$ cat src/rtl/occamy_spi_mailbox_pkg.sv
// Shared definitions for the SPI mailbox: register map, STATUS layout, FSM states
// and the AXI-lite payload structs used as default port types.
package occamy_spi_mailbox_pkg;

    localparam int unsigned AXI_AW = 32;
    localparam int unsigned AXI_DW = 32;
    localparam int unsigned AXI_SW = AXI_DW / 8;

    // Register index taken from addr[3:2]
    localparam logic [1:0] REG_H2S_DATA = 2'd0;
    localparam logic [1:0] REG_S2H_DATA = 2'd1;
    localparam logic [1:0] REG_STATUS   = 2'd2;
    localparam logic [1:0] REG_SCRATCH  = 2'd3;

    localparam int unsigned STATUS_H2S_EMPTY = 0;
    localparam int unsigned STATUS_H2S_FULL  = 1;
    localparam int unsigned STATUS_S2H_EMPTY = 2;
    localparam int unsigned STATUS_S2H_FULL  = 3;
    localparam int unsigned STATUS_H2S_CNT   = 8;
    localparam int unsigned STATUS_S2H_CNT   = 16;
    localparam int unsigned STATUS_CNT_W     = 4;

    localparam logic [1:0] RESP_OKAY   = 2'b00;
    localparam logic [1:0] RESP_SLVERR = 2'b10;

    typedef enum logic {W_IDLE, W_RESP} w_state_e;
    typedef enum logic {R_IDLE, R_RESP} r_state_e;

    typedef struct packed {
        logic [AXI_AW-1:0] addr;
    } mb_ax_t;

    typedef struct packed {
        logic [AXI_DW-1:0] data;
        logic [AXI_SW-1:0] strb;
    } mb_w_t;

    typedef struct packed {
        logic [1:0] resp;
    } mb_b_t;

    typedef struct packed {
        logic [AXI_DW-1:0] data;
        logic [1:0]        resp;
    } mb_r_t;

    typedef struct packed {
        mb_ax_t aw;
        logic   aw_valid;
        mb_w_t  w;
        logic   w_valid;
        logic   b_ready;
        mb_ax_t ar;
        logic   ar_valid;
        logic   r_ready;
    } mb_req_t;

    typedef struct packed {
        logic   aw_ready;
        logic   w_ready;
        mb_b_t  b;
        logic   b_valid;
        logic   ar_ready;
        mb_r_t  r;
        logic   r_valid;
    } mb_rsp_t;

endpackage

$ cat src/rtl/fifo_v3.sv
// Synchronous FIFO with the fifo_v3 port shape; a push into a full FIFO succeeds
// when a pop happens in the same cycle.
module fifo_v3 #(
    parameter bit          FALL_THROUGH = 1'b0,
    parameter int unsigned DATA_WIDTH   = 32,
    parameter int unsigned DEPTH        = 8,
    parameter int unsigned ADDR_DEPTH   = (DEPTH > 1) ? $clog2(DEPTH) : 1
) (
    input  logic                  clk_i,
    input  logic                  rst_ni,
    input  logic                  flush_i,
    output logic                  full_o,
    output logic                  empty_o,
    output logic [ADDR_DEPTH-1:0] usage_o,
    input  logic [DATA_WIDTH-1:0] data_i,
    input  logic                  push_i,
    output logic [DATA_WIDTH-1:0] data_o,
    input  logic                  pop_i
);

    localparam int unsigned CNT_W = ADDR_DEPTH + 1;

    logic [ADDR_DEPTH-1:0] rd_ptr_q, rd_ptr_d, wr_ptr_q, wr_ptr_d;
    logic [CNT_W-1:0]      cnt_q, cnt_d;
    logic [DATA_WIDTH-1:0] mem_q [DEPTH];
    logic [DATA_WIDTH-1:0] mem_d [DEPTH];
    logic                  do_push, do_pop, bypass;

    assign full_o  = (cnt_q == CNT_W'(DEPTH));
    assign empty_o = (cnt_q == '0);
    assign usage_o = cnt_q[ADDR_DEPTH-1:0];
    assign data_o  = (FALL_THROUGH && empty_o) ? data_i : mem_q[rd_ptr_q];

    // In fall-through mode a push and pop on an empty FIFO pass straight through
    assign bypass  = FALL_THROUGH && empty_o && push_i && pop_i;
    assign do_pop  = pop_i && !empty_o;
    assign do_push = push_i && (!full_o || do_pop) && !bypass;

    always_comb begin
        rd_ptr_d = rd_ptr_q;
        wr_ptr_d = wr_ptr_q;
        cnt_d    = cnt_q;
        mem_d    = mem_q;
        if (flush_i) begin
            rd_ptr_d = '0;
            wr_ptr_d = '0;
            cnt_d    = '0;
        end else begin
            if (do_push) begin
                mem_d[wr_ptr_q] = data_i;
                wr_ptr_d        = wr_ptr_q + ADDR_DEPTH'(1);
            end
            if (do_pop) begin
                rd_ptr_d = rd_ptr_q + ADDR_DEPTH'(1);
            end
            cnt_d = cnt_q + CNT_W'(do_push) - CNT_W'(do_pop);
        end
    end

    always_ff @(posedge clk_i or negedge rst_ni) begin
        if (!rst_ni) begin
            rd_ptr_q <= '0;
            wr_ptr_q <= '0;
            cnt_q    <= '0;
            mem_q    <= '{default: '0};
        end else begin
            rd_ptr_q <= rd_ptr_d;
            wr_ptr_q <= wr_ptr_d;
            cnt_q    <= cnt_d;
            mem_q    <= mem_d;
        end
    end

endmodule

$ cat src/rtl/occamy_spi_mailbox.sv
// AXI-lite mailbox between the SPI slave (host) and the SoC: one FIFO per
// direction, a STATUS register and a scratch register.
module occamy_spi_mailbox
    import occamy_spi_mailbox_pkg::*;
#(
    parameter type         axi_lite_req_t  = mb_req_t,
    parameter type         axi_lite_resp_t = mb_rsp_t,
    parameter int unsigned DEPTH           = 8
) (
    input  logic           clk_i,
    input  logic           rst_ni,
    input  axi_lite_req_t  axi_lite_req_i,
    output axi_lite_resp_t axi_lite_rsp_o,
    output logic [31:0]    h2s_data_o,
    output logic           h2s_valid_o,
    input  logic           h2s_ready_i,
    input  logic [31:0]    s2h_data_i,
    input  logic           s2h_valid_i,
    output logic           s2h_ready_o
);

    localparam int unsigned ADDR_DEPTH = (DEPTH > 1) ? $clog2(DEPTH) : 1;

    logic                  h2s_full, h2s_empty, h2s_push, h2s_pop;
    logic                  s2h_full, s2h_empty, s2h_push, s2h_pop;
    logic [ADDR_DEPTH-1:0] h2s_usage, s2h_usage;
    logic [31:0]           s2h_head;
    logic [31:0]           status_c;

    w_state_e    w_state_q, w_state_d;
    logic        aw_cap_q, aw_cap_d, w_cap_q, w_cap_d;
    logic [31:0] waddr_q, waddr_d, wdata_q, wdata_d, scratch_q, scratch_d;
    logic [3:0]  wstrb_q, wstrb_d;
    logic [1:0]  bresp_q, bresp_d;
    r_state_e    r_state_q, r_state_d;
    logic [31:0] rdata_q, rdata_d;
    logic [1:0]  rresp_q, rresp_d;

    logic        aw_ready_c, w_ready_c, ar_ready_c, aw_hs, w_hs, ar_hs;
    logic [31:0] wa, wd, ar_addr;
    logic [3:0]  ws;
    logic        unused_addr_bits;

    fifo_v3 #(.FALL_THROUGH(1'b0), .DATA_WIDTH(32), .DEPTH(DEPTH)) i_h2s_fifo (
        .clk_i, .rst_ni, .flush_i(1'b0),
        .full_o(h2s_full), .empty_o(h2s_empty), .usage_o(h2s_usage),
        .data_i(wd), .push_i(h2s_push), .data_o(h2s_data_o), .pop_i(h2s_pop)
    );

    fifo_v3 #(.FALL_THROUGH(1'b0), .DATA_WIDTH(32), .DEPTH(DEPTH)) i_s2h_fifo (
        .clk_i, .rst_ni, .flush_i(1'b0),
        .full_o(s2h_full), .empty_o(s2h_empty), .usage_o(s2h_usage),
        .data_i(s2h_data_i), .push_i(s2h_push), .data_o(s2h_head), .pop_i(s2h_pop)
    );

    assign h2s_valid_o = !h2s_empty;
    assign h2s_pop     = !h2s_empty && h2s_ready_i;
    assign s2h_ready_o = !s2h_full;
    assign s2h_push    = s2h_valid_i && !s2h_full;

    assign aw_ready_c = (w_state_q == W_IDLE) && !aw_cap_q;
    assign w_ready_c  = (w_state_q == W_IDLE) && !w_cap_q;
    assign ar_ready_c = (r_state_q == R_IDLE);
    assign aw_hs      = axi_lite_req_i.aw_valid && aw_ready_c;
    assign w_hs       = axi_lite_req_i.w_valid && w_ready_c;
    assign ar_hs      = axi_lite_req_i.ar_valid && ar_ready_c;

    // Effective write operands: captured copy if already accepted, else live bus
    assign wa      = aw_cap_q ? waddr_q : axi_lite_req_i.aw.addr;
    assign wd      = w_cap_q ? wdata_q : axi_lite_req_i.w.data;
    assign ws      = w_cap_q ? wstrb_q : axi_lite_req_i.w.strb;
    assign ar_addr = axi_lite_req_i.ar.addr;
    assign unused_addr_bits = ^{wa[1:0], ar_addr[1:0]};

    // STATUS snapshot from current FIFO state, i.e. before this cycle's updates
    always_comb begin
        status_c = '0;
        status_c[STATUS_H2S_EMPTY] = h2s_empty;
        status_c[STATUS_H2S_FULL]  = h2s_full;
        status_c[STATUS_S2H_EMPTY] = s2h_empty;
        status_c[STATUS_S2H_FULL]  = s2h_full;
        status_c[STATUS_H2S_CNT +: STATUS_CNT_W] =
            h2s_full ? STATUS_CNT_W'(DEPTH) : STATUS_CNT_W'(h2s_usage);
        status_c[STATUS_S2H_CNT +: STATUS_CNT_W] =
            s2h_full ? STATUS_CNT_W'(DEPTH) : STATUS_CNT_W'(s2h_usage);
    end

    // Write channel FSM and register side effects
    always_comb begin
        w_state_d = w_state_q;
        aw_cap_d  = aw_cap_q;
        w_cap_d   = w_cap_q;
        waddr_d   = waddr_q;
        wdata_d   = wdata_q;
        wstrb_d   = wstrb_q;
        bresp_d   = bresp_q;
        scratch_d = scratch_q;
        h2s_push  = 1'b0;
        case (w_state_q)
            W_IDLE: begin
                if (aw_hs) begin
                    aw_cap_d = 1'b1;
                    waddr_d  = axi_lite_req_i.aw.addr;
                end
                if (w_hs) begin
                    w_cap_d = 1'b1;
                    wdata_d = axi_lite_req_i.w.data;
                    wstrb_d = axi_lite_req_i.w.strb;
                end
                if ((aw_cap_q || aw_hs) && (w_cap_q || w_hs)) begin
                    aw_cap_d  = 1'b0;
                    w_cap_d   = 1'b0;
                    w_state_d = W_RESP;
                    bresp_d   = RESP_OKAY;
                    if (wa[31:4] != '0) begin
                        bresp_d = RESP_SLVERR;
                    end else begin
                        case (wa[3:2])
                            REG_H2S_DATA: begin
                                if (ws == 4'hF && (!h2s_full || h2s_pop)) begin
                                    h2s_push = 1'b1;
                                end else begin
                                    bresp_d = RESP_SLVERR;
                                end
                            end
                            REG_SCRATCH: begin
                                for (int unsigned i = 0; i < 4; i++) begin
                                    if (ws[i]) scratch_d[8*i +: 8] = wd[8*i +: 8];
                                end
                            end
                            default: ;
                        endcase
                    end
                end
            end
            W_RESP: begin
                if (axi_lite_req_i.b_ready) w_state_d = W_IDLE;
            end
        endcase
    end

    // Read channel FSM; an S2H pop happens only at the AR handshake
    always_comb begin
        r_state_d = r_state_q;
        rdata_d   = rdata_q;
        rresp_d   = rresp_q;
        s2h_pop   = 1'b0;
        case (r_state_q)
            R_IDLE: begin
                if (ar_hs) begin
                    r_state_d = R_RESP;
                    rdata_d   = '0;
                    rresp_d   = RESP_OKAY;
                    if (ar_addr[31:4] != '0) begin
                        rresp_d = RESP_SLVERR;
                    end else begin
                        case (ar_addr[3:2])
                            REG_S2H_DATA: begin
                                if (s2h_empty) begin
                                    rresp_d = RESP_SLVERR;
                                end else begin
                                    rdata_d = s2h_head;
                                    s2h_pop = 1'b1;
                                end
                            end
                            REG_STATUS:  rdata_d = status_c;
                            REG_SCRATCH: rdata_d = scratch_q;
                            default: ;
                        endcase
                    end
                end
            end
            R_RESP: begin
                if (axi_lite_req_i.r_ready) r_state_d = R_IDLE;
            end
        endcase
    end

    always_comb begin
        axi_lite_rsp_o          = '0;
        axi_lite_rsp_o.aw_ready = aw_ready_c;
        axi_lite_rsp_o.w_ready  = w_ready_c;
        axi_lite_rsp_o.b.resp   = bresp_q;
        axi_lite_rsp_o.b_valid  = (w_state_q == W_RESP);
        axi_lite_rsp_o.ar_ready = ar_ready_c;
        axi_lite_rsp_o.r.data   = rdata_q;
        axi_lite_rsp_o.r.resp   = rresp_q;
        axi_lite_rsp_o.r_valid  = (r_state_q == R_RESP);
    end

    always_ff @(posedge clk_i or negedge rst_ni) begin
        if (!rst_ni) begin
            w_state_q <= W_IDLE;
            aw_cap_q  <= 1'b0;
            w_cap_q   <= 1'b0;
            waddr_q   <= '0;
            wdata_q   <= '0;
            wstrb_q   <= '0;
            bresp_q   <= RESP_OKAY;
            scratch_q <= '0;
            r_state_q <= R_IDLE;
            rdata_q   <= '0;
            rresp_q   <= RESP_OKAY;
        end else begin
            w_state_q <= w_state_d;
            aw_cap_q  <= aw_cap_d;
            w_cap_q   <= w_cap_d;
            waddr_q   <= waddr_d;
            wdata_q   <= wdata_d;
            wstrb_q   <= wstrb_d;
            bresp_q   <= bresp_d;
            scratch_q <= scratch_d;
            r_state_q <= r_state_d;
            rdata_q   <= rdata_d;
            rresp_q   <= rresp_d;
        end
    end

endmodule

$ cat config.mk
export PLATFORM = sky130hd
export DESIGN_NAME = occamy_spi_mailbox
export DESIGN_NICKNAME = d
export VERILOG_FILES = /design/src/rtl/occamy_spi_mailbox_pkg.sv /design/src/rtl/fifo_v3.sv /design/src/rtl/occamy_spi_mailbox.sv
export SDC_FILE = /design/constraint.sdc
export NUM_CORES = 1
export LEC_CHECK = 0
export ABC_AREA = 1
export BUFFER_PORTS_ARGS = -buffer_cell sky130_fd_sc_hd__buf_2
export CORE_MARGIN = 2
export CORE_UTILIZATION = 55
export CTS_CLUSTER_SIZE = 12
export DETAILED_ROUTE_END_ITERATION = 6
export GPL_TIMING_DRIVEN = 1
export PLACE_DENSITY = 0.74
export SYNTH_ARGS = -nofsm -noshare
export SYNTH_HDL_FRONTEND = slang
export SYNTH_SLANG_ARGS = --single-unit
$ cat constraint.sdc
create_clock -name clk_i -period 6.28 [get_ports clk_i]
set_input_delay 0.628 -clock clk_i [delete_from_list [all_inputs] [get_ports clk_i]]
set_output_delay 0.628 -clock clk_i [all_outputs]
set_load 0.05 [all_outputs]
==> results.txt <==
----------------------------------------------------
[CTS]
  TritonCTS clock tree ... yes
  Setup bufs post-CTS ... 0
  Later-pin clock latency in the skew report ... 0.61 ns
  CTS resizes ... 0
  CTS max path bufs ... 3
  Root cell of the clock tree ... clkbuf_16
  Count of H-tree levels built during CTS ... 3
  Clock net sink count ... 668
  Clock slew at reported path FFs ... 0.06 ns
  Number of buffers added to fix hold violations after cts ... 0
  Number of buffers inserted during clock tree synthesis ... 73

[Critical path]
  CP cell instances ... clkinv_2 > buf_4 > o21ai_0 > o22ai_1 > nor2_1 > a31oi_1 > buf_2
  Critical path class ... register to output port
  Slowest stage delay, CP ... 0.79 ns
  Register-to-register setup slack ... 2.98 ns
  Launch point of the worst path ... i_h2s_fifo.rd_ptr_q[0]$_DFFE_PN0P_
  Crit end category ... output port
  Library cell contributing the largest single delay on the critical path ... dfrtp_4
  CP Launch Type ... register
  Reg2Reg Launch Point ... w_cap_q$_DFFE_PN0P_
  Worst r2r dst ... i_h2s_fifo.mem_q[30]$_DFFE_PN0P_
  Largest fanout on the critical path ... 83
  Required time of the worst setup path ... 5.65 ns
  Data arrival time at the worst-slack endpoint ... 3.56 ns
  Depth of the worst register-to-register path ... 11

[Floorplan]
  Core Box Area ... 57400 um^2
  Initial core utilization ... 55.3%
  # rows ... 88
  Chip width ... 244 um
  Floorplan die height ... 244 um
  Count of pins on the block boundary ... 216
  Total Die Area ... 59600 um^2

[STA]
  Post-Route Setup TNS ... 0 ns
  Peak Freq ... 0.239 GHz
  Final Hold Violating Endpoints ... 0
  Pins Over Slew Limit ... 0
  Final Hold Slack ... 0.0883 ns
  Worst-case clock skew ... 0.0319 ns
  Final worst-path cycle share ... 66.7%
  Setup repair after global routing missed its margin ... no
  Slew at the pin closest to its max-slew limit ... 1.32 ns
  Time the final worst path needs with I/O delays and setup ... 4.19 ns
  Setup-violating endpoint count in the final report ... 0
  Max-Slew Margin vs Limit ... 11.3%

[Synth]
  Most area-consuming cells after synthesis ... dfrtp_1, nand2_1, o21ai_0
  Proportion of synthesized chip area in sequential cells ... 52.7%
  Compound-Gate Fraction of Synth Area ... 13.5%
  Number of enable-type register cells in the synthesized netlist ... 0
  YS warnings ... 0
  Mux cell area share after synthesis ... 0.923%
  Flip-flop cell with the highest count after synthesis ... dfrtp_1
  Post-synthesis xor/xnor area fraction ... 0.249%
  Number of synthesized register bits ... 668
  Most repeated cell in the gate-level netlist after synthesis ... nand2_1
  Area share of and/or/nand/nor cells after synthesis ... 25.1%
  Cell area after synthesis ... 31700 um^2
  Adder and majority cell fraction of the synthesized area ... 0.757%
  Synth Area per Inst ... 8.14 um^2
  Leading cell types by count after synthesis ... nand2_1, dfrtp_1, o21ai_0
  Number of distinct library cell variants in the gate-level netlist after synthesis ... 38
  Count of mapped cells out of synthesis ... 3899
  Fraction of synthesized cell area taken by the top area cell type ... 52.7%
  Most area-hungry cell type in the Yosys netlist ... dfrtp_1
  Combinational family with the most area after synthesis ... simple AND/OR/NAND/NOR gates
  FFs w/ async S/R, synth ... 100%

[Finish]
  Area growth from synthesis to final layout ... 11.2%
  Number of fill cells ... 5050
  Net count reported at finish ... 4093
  Proportion of layout cells with a drive suffix above 1 ... 10.9%

[Run status]
  Result of the run ... completed

[Global route]
  Total congestion overflow ... 0
  Global router's overall resource usage ... 31.1%
  Number of antenna violations at the first check in global routing ... 2
  Pin count of the biggest net entering global routing ... 181
  Vias in the first global route ... 26.4k
  Wire length of the first global-routing pass ... 147 mm

[Pwr]
  Leakage ... 17.7 nW
  Pwr/cell area ... 426 nW/um^2
  Maximum ir drop on the vdd rail ... 0.000524 V

[Routing]
  DRC errors left ... 0
  Total via count after detailed routing ... 27.9k
  Number of DRC violations after detailed-routing iteration 0 ... 3147
  Final ANT Viol Nets ... 0
  Avg WL per Cell ... 19.4 um
  Drt total wl ... 92.2 mm
  Count of TritonRoute iterations in the first routing pass ... 5
  Post-DR vias/cell ... 5.86

[Place]
  Detailed-placement wirelength estimate ... 52.1 mm
  Count of buffers inserted at the top-level ports ... 209
  Placer congestion estimate ... 0.826

[Run]
  Max_cap viols ... 0

[Hold path]
  Hold Crit Class ... input pin to asynchronous set/reset pin

----------------------------------------------------
==> cell type report <==
type	count	area [um^2]	area share, %
Sequential cell	668	16700	47.5
Multi-Input combinational cell	2723	12900	36.5
Antenna cell	4	10.0	0.0284
Clock buffer	116	2270	6.44
Clock inverter	12	128	0.362
Tap cell	765	957	2.71
Inverter	210	792	2.25
Timing Repair Buffer	258	1490	4.22
==> cell families after synthesis <==
group | after synthesis
XOR/XNOR | 9
AO/OA/AOI/OAI | 809
AND/OR/NAND/NOR | 1859
other | 1
multiplexers | 26
flip-flops | 668
adder cells (fa/ha/maj) | 18
buffers and inverters | 509
==> critical path: cells and delay by family (launching register included) <==
| kind | cells | cell delay (ns) |
|---|---|---|
| AO/OA/AOI/OAI | 3 | 0.85 |
| flip-flops | 1 | 0.79 |
| buffers and inverters | 3 | 1.20 |
| AND/OR/NAND/NOR | 1 | 0.06 |
==> registers in the layout (all words and copies together), names as in the netlist, 3 cells and up <==
register / count
i_s2h_fifo.wr_ptr_q: 3
waddr_q: 30
i_h2s_fifo.rd_ptr_q: 3
i_h2s_fifo.wr_ptr_q: 3
i_h2s_fifo.mem_q: 256
scratch_q: 32
i_s2h_fifo.cnt_q: 4
wdata_q: 32
rdata_q: 32
i_s2h_fifo.mem_q: 256
i_h2s_fifo.cnt_q: 4
i_s2h_fifo.rd_ptr_q: 3
wstrb_q: 4
==> placed cells by master (no fill, tap or decap), drive strengths merged <==
cell / Yosys / layout
a31oi: 32 / 32
nand4: 276 / 276
nor3: 5 / 5
o22ai: 32 / 32
dfrtp: 668 / 668
inv: 205 / 206
nand3: 47 / 47
xnor2: 4 / 4
or2: 2 / 2
conb: 1 / 2
buf: 72 / 258
diode: 0 / 4
clkinvlp: 0 / 1
nand2: 1063 / 1063
a22oi: 1 / 1
xor2: 5 / 5
bufinv: 0 / 2
mux2: 26 / 26
fa: 2 / 2
a32oi: 1 / 1
nor3b: 1 / 1
a21oi: 34 / 34
o21ai: 654 / 654
clkinv: 5 / 13
o211ai: 55 / 55
clkbuf: 227 / 116
ha: 16 / 16
nor2: 463 / 463
nor4: 1 / 1
nand3b: 1 / 1
==> metrics by stage <==
stage                     total power, W  util [%]  setup WS (ns)  cells  instance area, um^2
final                             0.0150      61.5           2.09   4756                35300
after global routing              0.0159      61.4           2.00   4752                35200
after CTS                         0.0150      61.4           2.17   4752                35200
after detailed placement          0.0107      57.3           2.82   4624                32800
after global placement            0.0106      57.3           2.84   4624                32800
after floorplan                  0.00925         -           3.40   3900                31700
==> routing by layer <==
metal,share of wire [%],up-vias,global-route usage [%]
li1,-,12994,-
met1,42,13354,44.1
met2,45,1356,48.4
met3,10,156,6.19
met4,2.7,2,9.76
met5,0.020,-,0
==> worst max path at each step <==
stage,end,slack [ns]
final,h2s_data_o[27],2.09
after global routing,h2s_data_o[27],2.00
after CTS,h2s_data_o[27],2.17
after detailed placement,h2s_data_o[27],2.82
after global placement,h2s_data_o[9],2.84
after floorplan,h2s_data_o[30],3.40
==> power breakdown <==
part	switching, W	internal (W)	total (W)
sequential	0.000606	0.00531	0.00592
clock	0.00174	0.00256	0.00430
combinational	0.00342	0.00139	0.00481
Power figures use the tool's default switching activity.
